## src/rtl/cpu_pkg.sv

```systemverilog
`default_nettype none
// ============================================================================
// Module      : cpu_pkg
// Description : Shared types and constants for the 12-bit teaching CPU.
// Revision    : 1.0 - initial release
// ============================================================================
package cpu_pkg;

    localparam int INSTR_W = 12;

    localparam logic [2:0] OP_LOAD  = 3'b000;
    localparam logic [2:0] OP_STORE = 3'b001;
    localparam logic [2:0] OP_ADD   = 3'b101;
    localparam logic [2:0] OP_SUB   = 3'b110;
    localparam logic [2:0] OP_HALT  = 3'b111;

    typedef enum logic [2:0] {
        IDLE  = 3'd0,
        REQ   = 3'd1,
        LATCH = 3'd2,
        ISSUE = 3'd3,
        HALT  = 3'd4
    } fetch_state_t;

endpackage
`default_nettype wire

```

## src/rtl/instr_fetch_if.sv

```systemverilog
`default_nettype none
// ============================================================================
// Module      : instr_fetch_if
// Description : Control, ROM and controller-side signals of the fetch unit.
// Revision    : 1.0 - initial release
// ============================================================================
interface instr_fetch_if #(
    parameter int INSTR_W = 12,
    parameter int PC_W    = 4
);
    logic               run;
    logic               step;
    logic               ext_load;
    logic [INSTR_W-1:0] ext_instr;
    logic [PC_W-1:0]    imem_addr;
    logic [INSTR_W-1:0] imem_data;
    logic [INSTR_W-1:0] instruction;
    logic               instr_valid;
    logic [PC_W-1:0]    pc;
    logic               halted;
    logic               busy;

    // master: the environment (switches, ROM, controller)
    modport master (
        output run, step, ext_load, ext_instr, imem_data,
        input  imem_addr, instruction, instr_valid, pc, halted, busy
    );

    // slave: the fetch unit itself
    modport slave (
        input  run, step, ext_load, ext_instr, imem_data,
        output imem_addr, instruction, instr_valid, pc, halted, busy
    );
endinterface
`default_nettype wire

```

## src/rtl/instr_fetch_unit_pc_counter.sv

```systemverilog
`default_nettype none
// ============================================================================
// Module      : pc_counter
// Description : Wrapping program counter with sync clear and increment enable.
// Revision    : 1.0 - initial release
// ============================================================================
module pc_counter #(
    parameter int PC_W = 4
) (
    input  wire logic            clk,
    input  wire logic            clr,
    input  wire logic            inc,
    output logic      [PC_W-1:0] pc
);
    logic [PC_W-1:0] r_pc;

    always_ff @(posedge clk) begin
        if (clr) begin
            r_pc <= '0;
        end else if (inc) begin
            r_pc <= r_pc + 1'b1;
        end
    end

    assign pc = r_pc;
endmodule
`default_nettype wire

```

## src/rtl/instr_fetch_unit.sv

```systemverilog
`default_nettype none
// ============================================================================
// Module      : instr_fetch_unit
// Description : PC, synchronous ROM fetch FSM and instruction register.
// Revision    : 1.0 - initial release
// ============================================================================
module instr_fetch_unit #(
    parameter int INSTR_W = cpu_pkg::INSTR_W,
    parameter int PC_W    = 4
) (
    input wire logic     clk,
    input wire logic     reset,
    instr_fetch_if.slave bus
);
    import cpu_pkg::*;

    fetch_state_t       r_state;
    logic [INSTR_W-1:0] r_ir;
    logic               r_src_ext;
    logic               r_valid;
    logic               r_halted;
    logic               r_busy;
    logic [PC_W-1:0]    w_pc;
    logic               w_is_halt;
    logic               w_pc_inc;

    assign w_is_halt = (r_ir[INSTR_W-1 -: 3] == OP_HALT);
    // Only ROM-sourced, non-HALT instructions advance the PC.
    assign w_pc_inc  = (r_state == ISSUE) && !w_is_halt && !r_src_ext;

    pc_counter #(.PC_W(PC_W)) u_pc_counter (
        .clk (clk),
        .clr (reset),
        .inc (w_pc_inc),
        .pc  (w_pc)
    );

    always_ff @(posedge clk) begin
        if (reset) begin
            r_state   <= IDLE;
            r_ir      <= '0;
            r_src_ext <= 1'b0;
            r_valid   <= 1'b0;
            r_halted  <= 1'b0;
            r_busy    <= 1'b0;
        end else begin
            case (r_state)
                IDLE: begin
                    if (bus.ext_load) begin
                        r_ir      <= bus.ext_instr;
                        r_src_ext <= 1'b1;
                        r_state   <= ISSUE;
                        r_valid   <= 1'b1;
                        r_busy    <= 1'b1;
                    end else if (bus.step || bus.run) begin
                        r_src_ext <= 1'b0;
                        r_state   <= REQ;
                        r_busy    <= 1'b1;
                    end
                end
                REQ: begin
                    r_state <= LATCH;
                end
                LATCH: begin
                    r_ir    <= bus.imem_data;
                    r_state <= ISSUE;
                    r_valid <= 1'b1;
                end
                ISSUE: begin
                    r_valid <= 1'b0;
                    if (w_is_halt) begin
                        r_state  <= HALT;
                        r_halted <= 1'b1;
                        r_busy   <= 1'b0;
                    end else if (bus.run) begin
                        r_src_ext <= 1'b0;
                        r_state   <= REQ;
                    end else begin
                        r_state <= IDLE;
                        r_busy  <= 1'b0;
                    end
                end
                HALT: begin
                    r_state <= HALT;
                end
                default: begin
                    r_state <= IDLE;
                    r_valid <= 1'b0;
                    r_busy  <= 1'b0;
                end
            endcase
        end
    end

    assign bus.imem_addr   = w_pc;
    assign bus.pc          = w_pc;
    assign bus.instruction = r_ir;
    assign bus.instr_valid = r_valid;
    assign bus.halted      = r_halted;
    assign bus.busy        = r_busy;
endmodule
`default_nettype wire

```

## src/flat_wrapper.sv

```systemverilog
// flat-port wrapper written by rule: the top's interface ports become plain ports
module instr_fetch_unit_flat import cpu_pkg::*;
#(
    parameter int INSTR_W = cpu_pkg::INSTR_W,
    parameter int PC_W    = 4
)
  (clk, reset, bus_run, bus_step, bus_ext_load, bus_ext_instr, bus_imem_data, bus_imem_addr, bus_instruction, bus_instr_valid, bus_pc, bus_halted, bus_busy);
  instr_fetch_if #(.INSTR_W(INSTR_W), .PC_W(PC_W)) bus_i ();
  input wire logic clk;
  input wire logic reset;
  input wire logic [$bits(bus_i.run)-1:0] bus_run;
  input wire logic [$bits(bus_i.step)-1:0] bus_step;
  input wire logic [$bits(bus_i.ext_load)-1:0] bus_ext_load;
  input wire logic [$bits(bus_i.ext_instr)-1:0] bus_ext_instr;
  input wire logic [$bits(bus_i.imem_data)-1:0] bus_imem_data;
  output wire logic [$bits(bus_i.imem_addr)-1:0] bus_imem_addr;
  output wire logic [$bits(bus_i.instruction)-1:0] bus_instruction;
  output wire logic [$bits(bus_i.instr_valid)-1:0] bus_instr_valid;
  output wire logic [$bits(bus_i.pc)-1:0] bus_pc;
  output wire logic [$bits(bus_i.halted)-1:0] bus_halted;
  output wire logic [$bits(bus_i.busy)-1:0] bus_busy;
  assign bus_i.run = bus_run;
  assign bus_i.step = bus_step;
  assign bus_i.ext_load = bus_ext_load;
  assign bus_i.ext_instr = bus_ext_instr;
  assign bus_i.imem_data = bus_imem_data;
  assign bus_imem_addr = bus_i.imem_addr;
  assign bus_instruction = bus_i.instruction;
  assign bus_instr_valid = bus_i.instr_valid;
  assign bus_pc = bus_i.pc;
  assign bus_halted = bus_i.halted;
  assign bus_busy = bus_i.busy;
  instr_fetch_unit #(.INSTR_W(INSTR_W), .PC_W(PC_W)) u_core (.clk(clk), .reset(reset), .bus(bus_i));
endmodule
```

## config.mk

```make
export PLATFORM = sky130hd
export DESIGN_NAME = instr_fetch_unit_flat
export DESIGN_NICKNAME = d
export VERILOG_FILES = /design/src/rtl/cpu_pkg.sv /design/src/rtl/instr_fetch_if.sv /design/src/rtl/instr_fetch_unit_pc_counter.sv /design/src/rtl/instr_fetch_unit.sv /design/src/flat_wrapper.sv
export SDC_FILE = /design/constraint.sdc
export NUM_CORES = 1
export LEC_CHECK = 0
export ABC_AREA = 0
export BUFFER_PORTS_ARGS = -buffer_cell sky130_fd_sc_hd__buf_2
export CAP_MARGIN = 20
export CORE_MARGIN = 2
export CORE_UTILIZATION = 30
export DETAILED_ROUTE_END_ITERATION = 8
export GPL_ROUTABILITY_DRIVEN = 0
export GPL_TIMING_DRIVEN = 1
export PLACE_DENSITY_LB_ADDON = 0.05
export SKIP_LAST_GASP = 1
export SLEW_MARGIN = 20
export SYNTH_ARGS = -nofsm -noshare
export SYNTH_HDL_FRONTEND = slang
export SYNTH_SLANG_ARGS = --single-unit
```

## constraint.sdc

```tcl
create_clock -name clk -period 4.1 [get_ports clk]
set_input_delay 0.615 -clock clk [delete_from_list [all_inputs] [get_ports clk]]
set_output_delay 0.615 -clock clk [all_outputs]
set_load 0.02 [all_outputs]
```

==> metrics.csv <==
stage,metric,value,unit
die,pin_count,52,
yosys,netlist_top_cells_area,"dfxtp_1, o2111ai_1, a21oi_1",
sta,post-route-period-util,0.413,
yosys,syn_area_per_cell,8.51,sq um
setup_path,critPathArrivalTime,1.86,ns
clock_tree,clk_pin_slew_worst_paths,0.08,ns
clock_tree,cts_inserted_buffers,3,
sta,clock.fmax,590,MHz
place,dp_hpwl,2130,microns
yosys,yosysUniqueCellTypes,30,
die,initial_utilization,0.316,
grt,groute.usage.overall,0.150,
setup_path,slowest_stage,nor2_1,
setup_path,crit_chain,"nor2_1, a21oi_1, o21a_1",
grt,grt_pass1_wl,5040,microns
sta,finalSetupViolCount,0,
clock_tree,htree_levels,1,
clock_tree,clockBufferDepth,2,
die,core,0.00369,sq mm
yosys,synth-edff-count,0,
pwr,power_density,360,mW/mm^2
setup_path,rr_startpoint,u_core.r_state[1],
run,maxCapViolCount,0,
setup_path,path_class,flip-flop to flip-flop,
clock_tree,root_buffer,clkbuf_8,
grt,grt_pass1_vias,1117,
sta,relSlewSlack,0.443,
die,die_h,66.3,microns
sta,rsz0062_at_grt,no,
pwr,cellLeakagePower,0.591,nW
final_layout,drive_above_1_share,0.343,
place,dp.cells,219,
route,vias_per_cell,5.15,
die,dieArea,0.00440,sq mm
die,placementRows,22,
yosys,syn-cell-area,0.00117,sq mm
die,die_w,66.3,microns
route,drtPass1Iterations,4,
yosys,yosys.area.top_type,dfxtp_1,
grt,antenna_found_initial,0,
setup_path,r2r-end,u_core.r_state[0],
yosys,yosys_warnings,0,
clock_tree,cts_tree,built,
yosys,ys_ff_latch,23,
clock_tree,postCtsSetupBuffers,0,
clock_tree,hold_buffers,0,
route,avgRoutedWirePerCell,13.5,microns
route,via_count,1148,
sta,fin_skew,0.00143,ns
setup_path,rrSetupSlack,2.41,ns
clock_tree,clk_latency,0.26,ns
sta,worst_pin_slew,0.832,ns
yosys,synth_flop_cell,dfxtp_1,
sta,fin_crit,1.69,ns
grt,grt.overflow.total,0,
min_path,min-delay-start,u_core.bus.halted,
clock_tree,cts.sinks,23,
min_path,holdPathStages,2,
setup_path,crit_fanout,34,
setup_path,max_stage_delay,0.72,ns
min_path,hold_class,flip-flop to flip-flop,
final_layout,diodes,0,
sta,drv_slew,0,
setup_path,crit_start,u_core.r_state[1],
yosys,syn_inst,137,
sta,finalHoldViolCount,0,
sta,fin_tns_setup,0,ns
route,ant_nets,0,
yosys,ys_seq_area_frac,0.395,
route,drcViolationCount,0,
final_layout,register_area,462,sq um
status,status,finished clean,
final_layout,final_core_util,0.389,
min_path,min_to,u_core.bus.halted,
final_layout,fillers,418,
final_layout,nNetsFinal,206,
place,io_buffers,51,
final_layout,multiInputGateArea,596,sq um
final_layout,area.growth.synth_to_final,23.0,%
clock_tree,post_cts_resized,0,
setup_path,startpoint_type,flip-flop,
yosys,syn-num-nets,167,
setup_path,worstRegToRegCells,3,
setup_path,cp-end-kind,flip-flop,
grt,grt_max_degree,35,
route,drt_iter0_drc,74,
route,wl,3010,microns
setup_path,cp.required,4.26,ns
final_layout,instances_no_fill,223,
yosys,synth_top_area_share,0.395,
yosys,synth_async_sr_flop_share,0,
pwr,peakVddDrop,145,uV
[cells by family (layout without fill, tap and decap cells)]
family / count (synthesis) / after routing / share of synthesized area
adders and majority gates: 1 / 1 / 0.0107
buffers and inverters: 21 / 59 / 0.0944
DFF: 23 / 23 / 0.395
and+or+nand+nor: 34 / 34 / 0.182
AOI/OAI and AO/OA: 58 / 58 / 0.318
[cell type report]
cell class / instances / area share
well taps: 48 / 0.0419
clock inverters: 1 / 0.00349
multi-input cells: 93 / 0.415
clock buffers: 3 / 0.0288
inverters: 4 / 0.0105
repair buffers: 51 / 0.178
flip-flops and latches: 23 / 0.322
[cells in the mapped netlist (2+ instances only)]
master / n
dfxtp_1: 23
a21oi_1: 20
o21ai_0: 14
nand2b_1: 12
o2111ai_1: 12
nor2_1: 8
clkbuf_1: 7
buf_4: 5
buf_2: 4
inv_1: 4
or4_1: 3
a2111oi_0: 2
a211oi_1: 2
nand2_1: 2
nand3_1: 2
o31ai_1: 2
or2_2: 2
[state kept, by name (all words and copies together), names as in the netlist]
name,count
u_core.u_pc_counter.pc,4
u_core.bus.halted,1
u_core.bus.instr_valid,1
u_core.r_src_ext,1
u_core.bus.instruction,12
u_core.r_state,3
u_core.bus.busy,1
[worst max-delay path: cells and delay by family (launching register included)]
family          cells  cell delay (ns)
compound gates      2             0.36
simple gates        1             0.72
flops               1             0.51
[how the worst max path moves through the flow]
stage,to,cells after the start
after floorplan,u_core.r_src_ext,4
after global placement,u_core.bus.instruction[9],3
after detailed placement,u_core.r_state[1],3
after CTS,u_core.r_state[1],3
after global routing,u_core.bus.instruction[9],3
final,u_core.r_state[0],3
[cell usage in the layout, fill, tap and decap left out, drive strengths merged]
master    n
buf      51
dfxtp    23
a21oi    20
o21ai    14
nand2b   12
o2111ai  12
nor2      8
inv       4
or4       3
clkbuf    3
or2       2
nand2     2
a2111oi   2
a211oi    2
nand3     2
o31ai     2
o21bai    1
and3      1
a2bb2oi   1
nand4     1
a32oi     1
o21a      1
nand4bb   1
or3b      1
or3       1
o32ai     1
a31oi     1
ha        1
clkinv    1
[per-layer routing]
metal / part of all wire / GRT usage / routed length, microns / vias to the layer above
li1: - / - / - / 581
met1: 0.46 / 0.193 / 1370 / 519
met2: 0.47 / 0.243 / 1400 / 46
met3: 0.069 / 0.0290 / 207 / 2
met4: 0.0076 / 0.0663 / 23 / 0
met5: 0 / 0 / 0 / -
[per-stage QoR]
stage / hold slack (ns) / cell area (sq um) / power (mW) / worst slack, ns
2_1_floorplan: 0.519 / 1170 / 0.341 / 2.61
3_3_place_gp: 0.433 / 1390 / 0.378 / 2.17
3_5_place_dp: 0.436 / 1390 / 0.380 / 2.07
4_1_cts: 0.447 / 1430 / 0.523 / 2.05
5_1_grt: 0.462 / 1430 / 0.551 / 2.21
6_report: 0.443 / 1430 / 0.516 / 2.41
[where the power goes]
part / internal (mW) / switching [mW] / total, mW
combinational: 0.0466 / 0.0645 / 0.111
sequential: 0.242 / 0.0213 / 0.263
clock: 0.0678 / 0.0741 / 0.142
Power figures use the tool's default switching activity.
